## config.mk

```make
export PLATFORM = sky130hd
export DESIGN_NAME = fmadd_pn_mul_pipe_flat
export DESIGN_NICKNAME = d
export VERILOG_FILES = /design/src/rtl/fmadd_pn_mul_pipe_if.sv /design/src/rtl/fmadd_pn_mul_pipe.sv /design/src/flat_wrapper.sv
export SDC_FILE = /design/constraint.sdc
export NUM_CORES = 1
export LEC_CHECK = 0
export ABC_AREA = 1
export ABC_CLOCK_PERIOD_IN_PS = 7870
export BUFFER_PORTS_ARGS = -buffer_cell sky130_fd_sc_hd__buf_2
export CELL_PAD_IN_SITES_DETAIL_PLACEMENT = 1
export CELL_PAD_IN_SITES_GLOBAL_PLACEMENT = 1
export CORE_MARGIN = 1.5
export CORE_UTILIZATION = 47
export CTS_BUF_LIST = sky130_fd_sc_hd__clkbuf_4
export CTS_CLUSTER_DIAMETER = 30
export DETAILED_ROUTE_END_ITERATION = 6
export PLACE_DENSITY_LB_ADDON = 0.2
export SYNTH_ARGS = -nofsm -noshare
export SYNTH_HDL_FRONTEND = slang
export SYNTH_SLANG_ARGS = --single-unit
```

## constraint.sdc

```tcl
create_clock -name clk -period 7.87 [get_ports clk]
set_input_delay 1.1805 -clock clk [delete_from_list [all_inputs] [get_ports clk]]
set_output_delay 1.1805 -clock clk [all_outputs]
set_load 0.03 [all_outputs]
```

## src/rtl/fmadd_pn_mul_pipe_if.sv

```systemverilog
// Handshake bundle between the FMADD multiplier array, the post-normalizer and the adder/rounding stages.
// master drives the operation into the block and consumes its result; slave is the post-normalizer.
interface fmadd_pn_mul_pipe_if #(
  parameter int MAN   = 22,
  parameter int EXP   = 7,
  parameter int TAG_W = 4
);
  localparam int P = 2*MAN+4;

  logic               flush;
  logic               in_valid;
  logic               in_ready;
  logic               in_sign;
  logic [EXP+1:0]     in_exp_db;
  logic [P-1:0]       in_man;
  logic [2:0]         in_rm;
  logic [TAG_W-1:0]   in_tag;
  logic               out_valid;
  logic               out_ready;
  logic [EXP+P+2:0]   out_no;
  logic               out_sticky;
  logic               out_zero_unrounded;
  logic               out_ovf;
  logic [2:0]         out_rm;
  logic [TAG_W-1:0]   out_tag;

  modport master (
    output flush, in_valid, in_sign, in_exp_db, in_man, in_rm, in_tag, out_ready,
    input  in_ready, out_valid, out_no, out_sticky, out_zero_unrounded, out_ovf, out_rm, out_tag
  );

  modport slave (
    input  flush, in_valid, in_sign, in_exp_db, in_man, in_rm, in_tag, out_ready,
    output in_ready, out_valid, out_no, out_sticky, out_zero_unrounded, out_ovf, out_rm, out_tag
  );
endinterface

```

## src/rtl/fmadd_pn_mul_pipe.sv

```systemverilog
// Two-stage FMADD multiply post-normalizer: S1 captures the product and its leading-zero count,
// S2 normalizes to normal/subnormal/zero and holds the unrounded result for the adder/rounding stages.
module fmadd_pn_mul_pipe #(
  parameter int STD   = 31,
  parameter int MAN   = 22,
  parameter int EXP   = 7,
  parameter int BIAS  = 127,
  parameter int TAG_W = 4
) (
  input  logic                  clk,
  input  logic                  rst,
  fmadd_pn_mul_pipe_if.slave    bus
);
  localparam int P    = 2*MAN+4;
  localparam int SH_W = $clog2(P+1);
  localparam int E3   = EXP+3;
  localparam logic signed [E3-1:0] BIAS_S  = E3'(BIAS);
  localparam logic signed [E3-1:0] P_S     = E3'(P);
  localparam logic signed [E3-1:0] OVF_LIM = E3'((1 << (EXP+1)) - 1);

  if (STD != EXP + MAN + 2) begin : g_bad_params
    $error("fmadd_pn_mul_pipe: STD must equal EXP+MAN+2");
  end

  logic               s1_valid;
  logic               s1_sign;
  logic [EXP+1:0]     s1_exp_db;
  logic [P-1:0]       s1_man;
  logic [2:0]         s1_rm;
  logic [TAG_W-1:0]   s1_tag;
  logic [SH_W-1:0]    s1_lz;

  logic               out_valid_q;
  logic               out_sign_q;
  logic [EXP+1:0]     out_exp_q;
  logic [P-1:0]       out_man_q;
  logic               out_sticky_q;
  logic               out_zero_q;
  logic               out_ovf_q;
  logic [2:0]         out_rm_q;
  logic [TAG_W-1:0]   out_tag_q;

  logic adv1, adv2;
  assign adv2 = ~out_valid_q | bus.out_ready;
  assign adv1 = ~s1_valid | adv2;
  assign bus.in_ready = adv1;

  logic [SH_W-1:0] lz_in;
  always_comb begin
    lz_in = SH_W'(P);
    for (int i = 0; i < P; i++) begin
      if (bus.in_man[i]) lz_in = SH_W'(P-1-i);
    end
  end

  logic signed [E3-1:0] k, e_norm, neg_k;
  logic [SH_W-1:0]      sh_r;
  logic [2*P-1:0]       wide;
  logic [EXP+1:0]       nx_exp;
  logic [P-1:0]         nx_man;
  logic                 nx_sticky, nx_ovf, nx_zero;

  always_comb begin
    k      = $signed({1'b0, s1_exp_db}) - BIAS_S;
    e_norm = k + E3'(1) - $signed({{(E3-SH_W){1'b0}}, s1_lz});
    neg_k  = -k;
    sh_r   = (neg_k > P_S) ? SH_W'(P) : neg_k[SH_W-1:0];
    // Right shift into a double-width window; whatever lands in the low half was shifted out.
    wide   = {s1_man, {P{1'b0}}} >> sh_r;
    nx_exp    = '0;
    nx_man    = '0;
    nx_sticky = 1'b0;
    nx_ovf    = 1'b0;
    if (s1_man == '0) begin
      nx_man = '0;
    end else if (!e_norm[E3-1] && (e_norm != '0)) begin
      nx_man = s1_man << s1_lz;
      nx_exp = e_norm[EXP+1:0];
      nx_ovf = (e_norm >= OVF_LIM);
    end else if (!k[E3-1]) begin
      nx_man = s1_man << k[SH_W-1:0];
    end else begin
      nx_man    = wide[2*P-1:P];
      nx_sticky = |wide[P-1:0];
    end
    nx_zero = (nx_man == '0);
  end

  always_ff @(posedge clk or posedge rst) begin
    if (rst) begin
      s1_valid     <= 1'b0;
      s1_sign      <= 1'b0;
      s1_exp_db    <= '0;
      s1_man       <= '0;
      s1_rm        <= '0;
      s1_tag       <= '0;
      s1_lz        <= '0;
      out_valid_q  <= 1'b0;
      out_sign_q   <= 1'b0;
      out_exp_q    <= '0;
      out_man_q    <= '0;
      out_sticky_q <= 1'b0;
      out_zero_q   <= 1'b0;
      out_ovf_q    <= 1'b0;
      out_rm_q     <= '0;
      out_tag_q    <= '0;
    end else begin
      if (bus.flush)  s1_valid <= 1'b0;
      else if (adv1)  s1_valid <= bus.in_valid;
      if (adv1 && bus.in_valid) begin
        s1_sign   <= bus.in_sign;
        s1_exp_db <= bus.in_exp_db;
        s1_man    <= bus.in_man;
        s1_rm     <= bus.in_rm;
        s1_tag    <= bus.in_tag;
        s1_lz     <= lz_in;
      end
      if (bus.flush)  out_valid_q <= 1'b0;
      else if (adv2)  out_valid_q <= s1_valid;
      if (adv2 && s1_valid) begin
        out_sign_q   <= s1_sign;
        out_exp_q    <= nx_exp;
        out_man_q    <= nx_man;
        out_sticky_q <= nx_sticky;
        out_zero_q   <= nx_zero;
        out_ovf_q    <= nx_ovf;
        out_rm_q     <= s1_rm;
        out_tag_q    <= s1_tag;
      end
    end
  end

  assign bus.out_valid          = out_valid_q;
  assign bus.out_no             = {out_sign_q, out_exp_q, out_man_q};
  assign bus.out_sticky         = out_sticky_q;
  assign bus.out_zero_unrounded = out_zero_q;
  assign bus.out_ovf            = out_ovf_q;
  assign bus.out_rm             = out_rm_q;
  assign bus.out_tag            = out_tag_q;
endmodule

```

## src/flat_wrapper.sv

```systemverilog
// flat-port wrapper written by rule: the top's interface ports become plain ports
module fmadd_pn_mul_pipe_flat 
#(
  parameter int STD   = 31,
  parameter int MAN   = 22,
  parameter int EXP   = 7,
  parameter int BIAS  = 127,
  parameter int TAG_W = 4
)
  (clk, rst, bus_flush, bus_in_valid, bus_in_sign, bus_in_exp_db, bus_in_man, bus_in_rm, bus_in_tag, bus_out_ready, bus_in_ready, bus_out_valid, bus_out_no, bus_out_sticky, bus_out_zero_unrounded, bus_out_ovf, bus_out_rm, bus_out_tag);
  fmadd_pn_mul_pipe_if #(.MAN(MAN), .EXP(EXP), .TAG_W(TAG_W)) bus_i ();
  input  logic clk;
  input  logic rst;
  input wire logic [$bits(bus_i.flush)-1:0] bus_flush;
  input wire logic [$bits(bus_i.in_valid)-1:0] bus_in_valid;
  input wire logic [$bits(bus_i.in_sign)-1:0] bus_in_sign;
  input wire logic [$bits(bus_i.in_exp_db)-1:0] bus_in_exp_db;
  input wire logic [$bits(bus_i.in_man)-1:0] bus_in_man;
  input wire logic [$bits(bus_i.in_rm)-1:0] bus_in_rm;
  input wire logic [$bits(bus_i.in_tag)-1:0] bus_in_tag;
  input wire logic [$bits(bus_i.out_ready)-1:0] bus_out_ready;
  output wire logic [$bits(bus_i.in_ready)-1:0] bus_in_ready;
  output wire logic [$bits(bus_i.out_valid)-1:0] bus_out_valid;
  output wire logic [$bits(bus_i.out_no)-1:0] bus_out_no;
  output wire logic [$bits(bus_i.out_sticky)-1:0] bus_out_sticky;
  output wire logic [$bits(bus_i.out_zero_unrounded)-1:0] bus_out_zero_unrounded;
  output wire logic [$bits(bus_i.out_ovf)-1:0] bus_out_ovf;
  output wire logic [$bits(bus_i.out_rm)-1:0] bus_out_rm;
  output wire logic [$bits(bus_i.out_tag)-1:0] bus_out_tag;
  assign bus_i.flush = bus_flush;
  assign bus_i.in_valid = bus_in_valid;
  assign bus_i.in_sign = bus_in_sign;
  assign bus_i.in_exp_db = bus_in_exp_db;
  assign bus_i.in_man = bus_in_man;
  assign bus_i.in_rm = bus_in_rm;
  assign bus_i.in_tag = bus_in_tag;
  assign bus_i.out_ready = bus_out_ready;
  assign bus_in_ready = bus_i.in_ready;
  assign bus_out_valid = bus_i.out_valid;
  assign bus_out_no = bus_i.out_no;
  assign bus_out_sticky = bus_i.out_sticky;
  assign bus_out_zero_unrounded = bus_i.out_zero_unrounded;
  assign bus_out_ovf = bus_i.out_ovf;
  assign bus_out_rm = bus_i.out_rm;
  assign bus_out_tag = bus_i.out_tag;
  fmadd_pn_mul_pipe #(.STD(STD), .MAN(MAN), .EXP(EXP), .BIAS(BIAS), .TAG_W(TAG_W)) u_core (.clk(clk), .rst(rst), .bus(bus_i));
endmodule
```

==> flow_summary.json <==
{
  "status": "completed",
  "fillers": 4535,
  "antenna_left": 0,
  "highest_layer": "met5",
  "end_kind": "flop",
  "std_cell_rows": 66,
  "min_period_ps": 7085,
  "initial_core_util": 0.4769,
  "die-width_um": 184.5,
  "clock_power_share": 0.133,
  "ys.flop_type": "dfrtp_1",
  "seq_area_frac_synth": 0.2280,
  "synth-simple-area-share": 0.2856,
  "drive_gt1_frac": 0.1005,
  "dr_wl_met2_mm": 32.57,
  "tns_ps": 0,
  "syn_to_final_growth_pct": 7.389,
  "worstSetupPathType": "reg -> reg",
  "cpPeakStageDelay_ps": 730,
  "synth_compound_area_frac": 0.2595,
  "portBuffers": 139,
  "cts_sinks": 141,
  "vias": 18830,
  "dpl.cell_count": 2977,
  "holdPathStages": 2,
  "grt_pass1_wl_mm": 110.6,
  "ir_drop_uv": 149.3,
  "synth_common_cells": "775 x nand2_1, 467 x o21ai_0, 193 x inv_1",
  "skew_ps": 32.08,
  "yosysWarnings": 0,
  "synth_top_family_by_area": "simple AND/OR/NAND/NOR gates",
  "power_density_nw_per_um2": 287.2,
  "maxSlewHeadroom": 0.1602,
  "cts_max_level": 4,
  "rr_worst_depth": 31,
  "cpMostUsedCell": "nor2_1",
  "post_cts_resized": 0,
  "synth_area_um2": 15480,
  "dp_hpwl_mm": 58.25,
  "cp_data_required_time_ps": 8510,
  "cp.arrival_ps": 7730,
  "clk_pin_slew_worst_paths_ps": 140,
  "place_congestion": 1.099,
  "dieArea_um2": 34030,
  "antenna_found_initial": 3,
  "cts_tree": "done",
  "first_iter_violations": 1971,
  "numCtsBuffers": 17,
  "switching_share": 0.5794,
  "final-instance-count-excl-fill": 3010,
  "clock_path_buffers": 2,
  "met3WireLength_mm": 5.895,
  "min_from": "u_core.out_man_q[37]",
  "drt-total-wl_mm": 74.45,
  "drc_errors": 0,
  "clock_latency_ps": 730,
  "hold_path.class": "reg -> reg",
  "cp_max_fo": 96,
  "p_int_mw": 2.008,
  "grt_pass1_vias": 17940,
  "die_h_um": 184.5,
  "met1_length_mm": 30.32,
  "synth.avg_cell_area_um2": 6.079,
  "first_pass_iters": 6,
  "share_seq_of_total_power": 0.221,
  "post-synth-top-count-cell": "nand2_1",
  "synth_area_leaders": "dfrtp_1 23%, nand2_1 19%, o21ai_0 15%, mux2i_1 10%, inv_1 4.7%",
  "fmax_mhz": 141.1,
  "critPathLaunchType": "flop",
  "hold_violations": 0,
  "yosys.area.top_type": "dfrtp_1",
  "synthMuxAreaShare": 0.09960,
  "setup_viol": 0,
  "hold_path_end": "u_core.out_man_q[37]",
  "root_buffer": "clkbuf_4",
  "synth-xor-area-share": 0.01059,
  "ys_types": 55,
  "tightest_slew_ps": 1247,
  "ios": 140,
  "synth_fa_ha_area_frac": 0.01584,
  "ctsHoldBuffers": 0,
  "synthCells": 2546,
  "r2r_setup_slack_ps": 780,
  "synth_edf_count": 0,
  "p_switching_mw": 2.765,
  "core_area_um2": 32450,
  "rsz0062_at_grt": "no",
  "post-route-util": 0.5121,
  "crit_slowest_cell": "inv_1",
  "gr-total-overflow": 0,
  "viasPerCell": 6.255,
  "cap_violations": 0,
  "grt_max_degree": 116,
  "ys_ff_latch": 141,
  "reg2reg_from": "u_core.s1_exp_db[0]",
  "drv_slew": 0,
  "grtUsageTotal": 0.4381,
  "async_flop_share": 1.000,
  "nNetsFinal": 2643,
  "period_share": 0.9003,
  "synth_top_area_share": 0.2280,
  "wire_per_inst_um": 24.73,
  "postCtsSetupBuffers": 0,
  "rr_endpoint": "u_core.bus.out_zero_unrounded",
  "power_frac_comb": 0.647,
  "synth_fp_nets": 2635,
  "leakage_nw": 8.240
}
## registers in the layout, indices dropped and copies added (netlist names), 3 cells and up
register,count
u_core.bus.out_tag,4
u_core.s1_man,48
u_core.s1_exp_db,9
u_core.s1_rm,3
u_core.bus.out_rm,3
u_core.s1_lz,6
u_core.out_man_q,48
u_core.s1_tag,4
u_core.out_exp_q,9
## critical path: cells and delay by family, from the launching register on
family	cells	cell delay, ps
simple gates	19	2560
flops	1	390
xor+xnor	1	140
fa+ha+maj	1	310
compound gates	1	330
buf+inv	9	3260
## layer usage
metal,global-route usage,vias up
met2,0.6777,982
met1,0.5518,9012
li1,-,8571
met3,0.07548,260
met4,0.3128,2
met5,0,-
## metrics by stage
step | hold slack (ps) | worst slack, ps | total power, mW | area (um2)
3_5_place_dp | 464.8 | 1089 | 4.032 | 16260
3_3_place_gp | 460.4 | 1197 | 3.953 | 16260
6_report | 493.5 | 784.8 | 4.773 | 16620
5_1_grt | 527.4 | 457.9 | 5.018 | 16620
4_1_cts | 499.0 | 1012 | 4.664 | 16620
2_1_floorplan | 442.2 | 2908 | 2.965 | 15480
## cell type report
type	instances	area [um2]	area share
Tap cell	442	553.0	0.03327
Multi-Input combinational cell	2009	10400	0.6257
Clock buffer	17	127.6	0.007678
Clock inverter	15	235.2	0.01415
Inverter	210	793.3	0.04773
Sequential cell	141	3531	0.2124
Antenna cell	1	2.502	0.0001506
Timing Repair Buffer	175	978.4	0.05887
## cell usage in the layout (no fill, tap or decap), types with 5 or more instances in the layout
| cell type | instances |
|---|---|
| a31oi_1 | 15 |
| inv_1 | 192 |
| o21ai_1 | 95 |
| or2_1 | 5 |
| or2_2 | 15 |
| ha_1 | 18 |
| o21a_1 | 8 |
| inv_2 | 13 |
| o211ai_1 | 34 |
| o21ai_0 | 467 |
| bufinv_16 | 5 |
| clkbuf_4 | 17 |
| nand2_2 | 7 |
| nor2_1 | 117 |
| buf_2 | 139 |
| nor4_1 | 32 |
| buf_4 | 35 |
| a21oi_1 | 67 |
| o221ai_1 | 9 |
| nand2_1 | 773 |
| o31ai_1 | 5 |
| nand3_1 | 71 |
| nor3_1 | 17 |
| nand4_1 | 26 |
| mux2i_1 | 154 |
| xor2_1 | 13 |
| o22ai_1 | 6 |
| dfrtp_1 | 139 |
| a211oi_1 | 8 |
## how the worst max path moves through the flow
stage / startpoint / endpoint / slack [ps] / depth (start not counted)
after floorplan: rst / u_core.bus.out_ovf / 2910 / 1
after global placement: u_core.s1_exp_db[0] / u_core.bus.out_zero_unrounded / 1200 / 31
after detailed placement: u_core.s1_exp_db[0] / u_core.bus.out_zero_unrounded / 1090 / 31
after CTS: u_core.s1_exp_db[0] / u_core.bus.out_zero_unrounded / 1010 / 31
after global routing: u_core.s1_exp_db[0] / u_core.bus.out_zero_unrounded / 460 / 31
final: u_core.s1_exp_db[0] / u_core.bus.out_zero_unrounded / 780 / 31
## cells by family (layout without fill, tap and decap cells)
| logic type | count (synthesis) | after routing |
|---|---|---|
| AO/OA/AOI/OAI | 743 | 743 |
| multiplexers | 154 | 154 |
| adder cells (fa/ha/maj) | 19 | 19 |
| buffers and inverters | 396 | 417 |
| AND/OR/NAND/NOR | 1076 | 1076 |
| flip-flops | 141 | 141 |
| other | 0 | 1 |
| XOR/XNOR | 17 | 17 |
## power groups by stage
stage | sequential [mW] | combinational (mW) | clock (mW)
finish | 1.05 | 3.09 | 0.633
global route | 1.07 | 3.28 | 0.661
floorplan | 1.33 | 1.64 | 0
detailed placement | 1.06 | 2.97 | 0
CTS | 1.05 | 2.98 | 0.635
global placement | 1.05 | 2.91 | 0
Power figures use the tool's default switching activity.
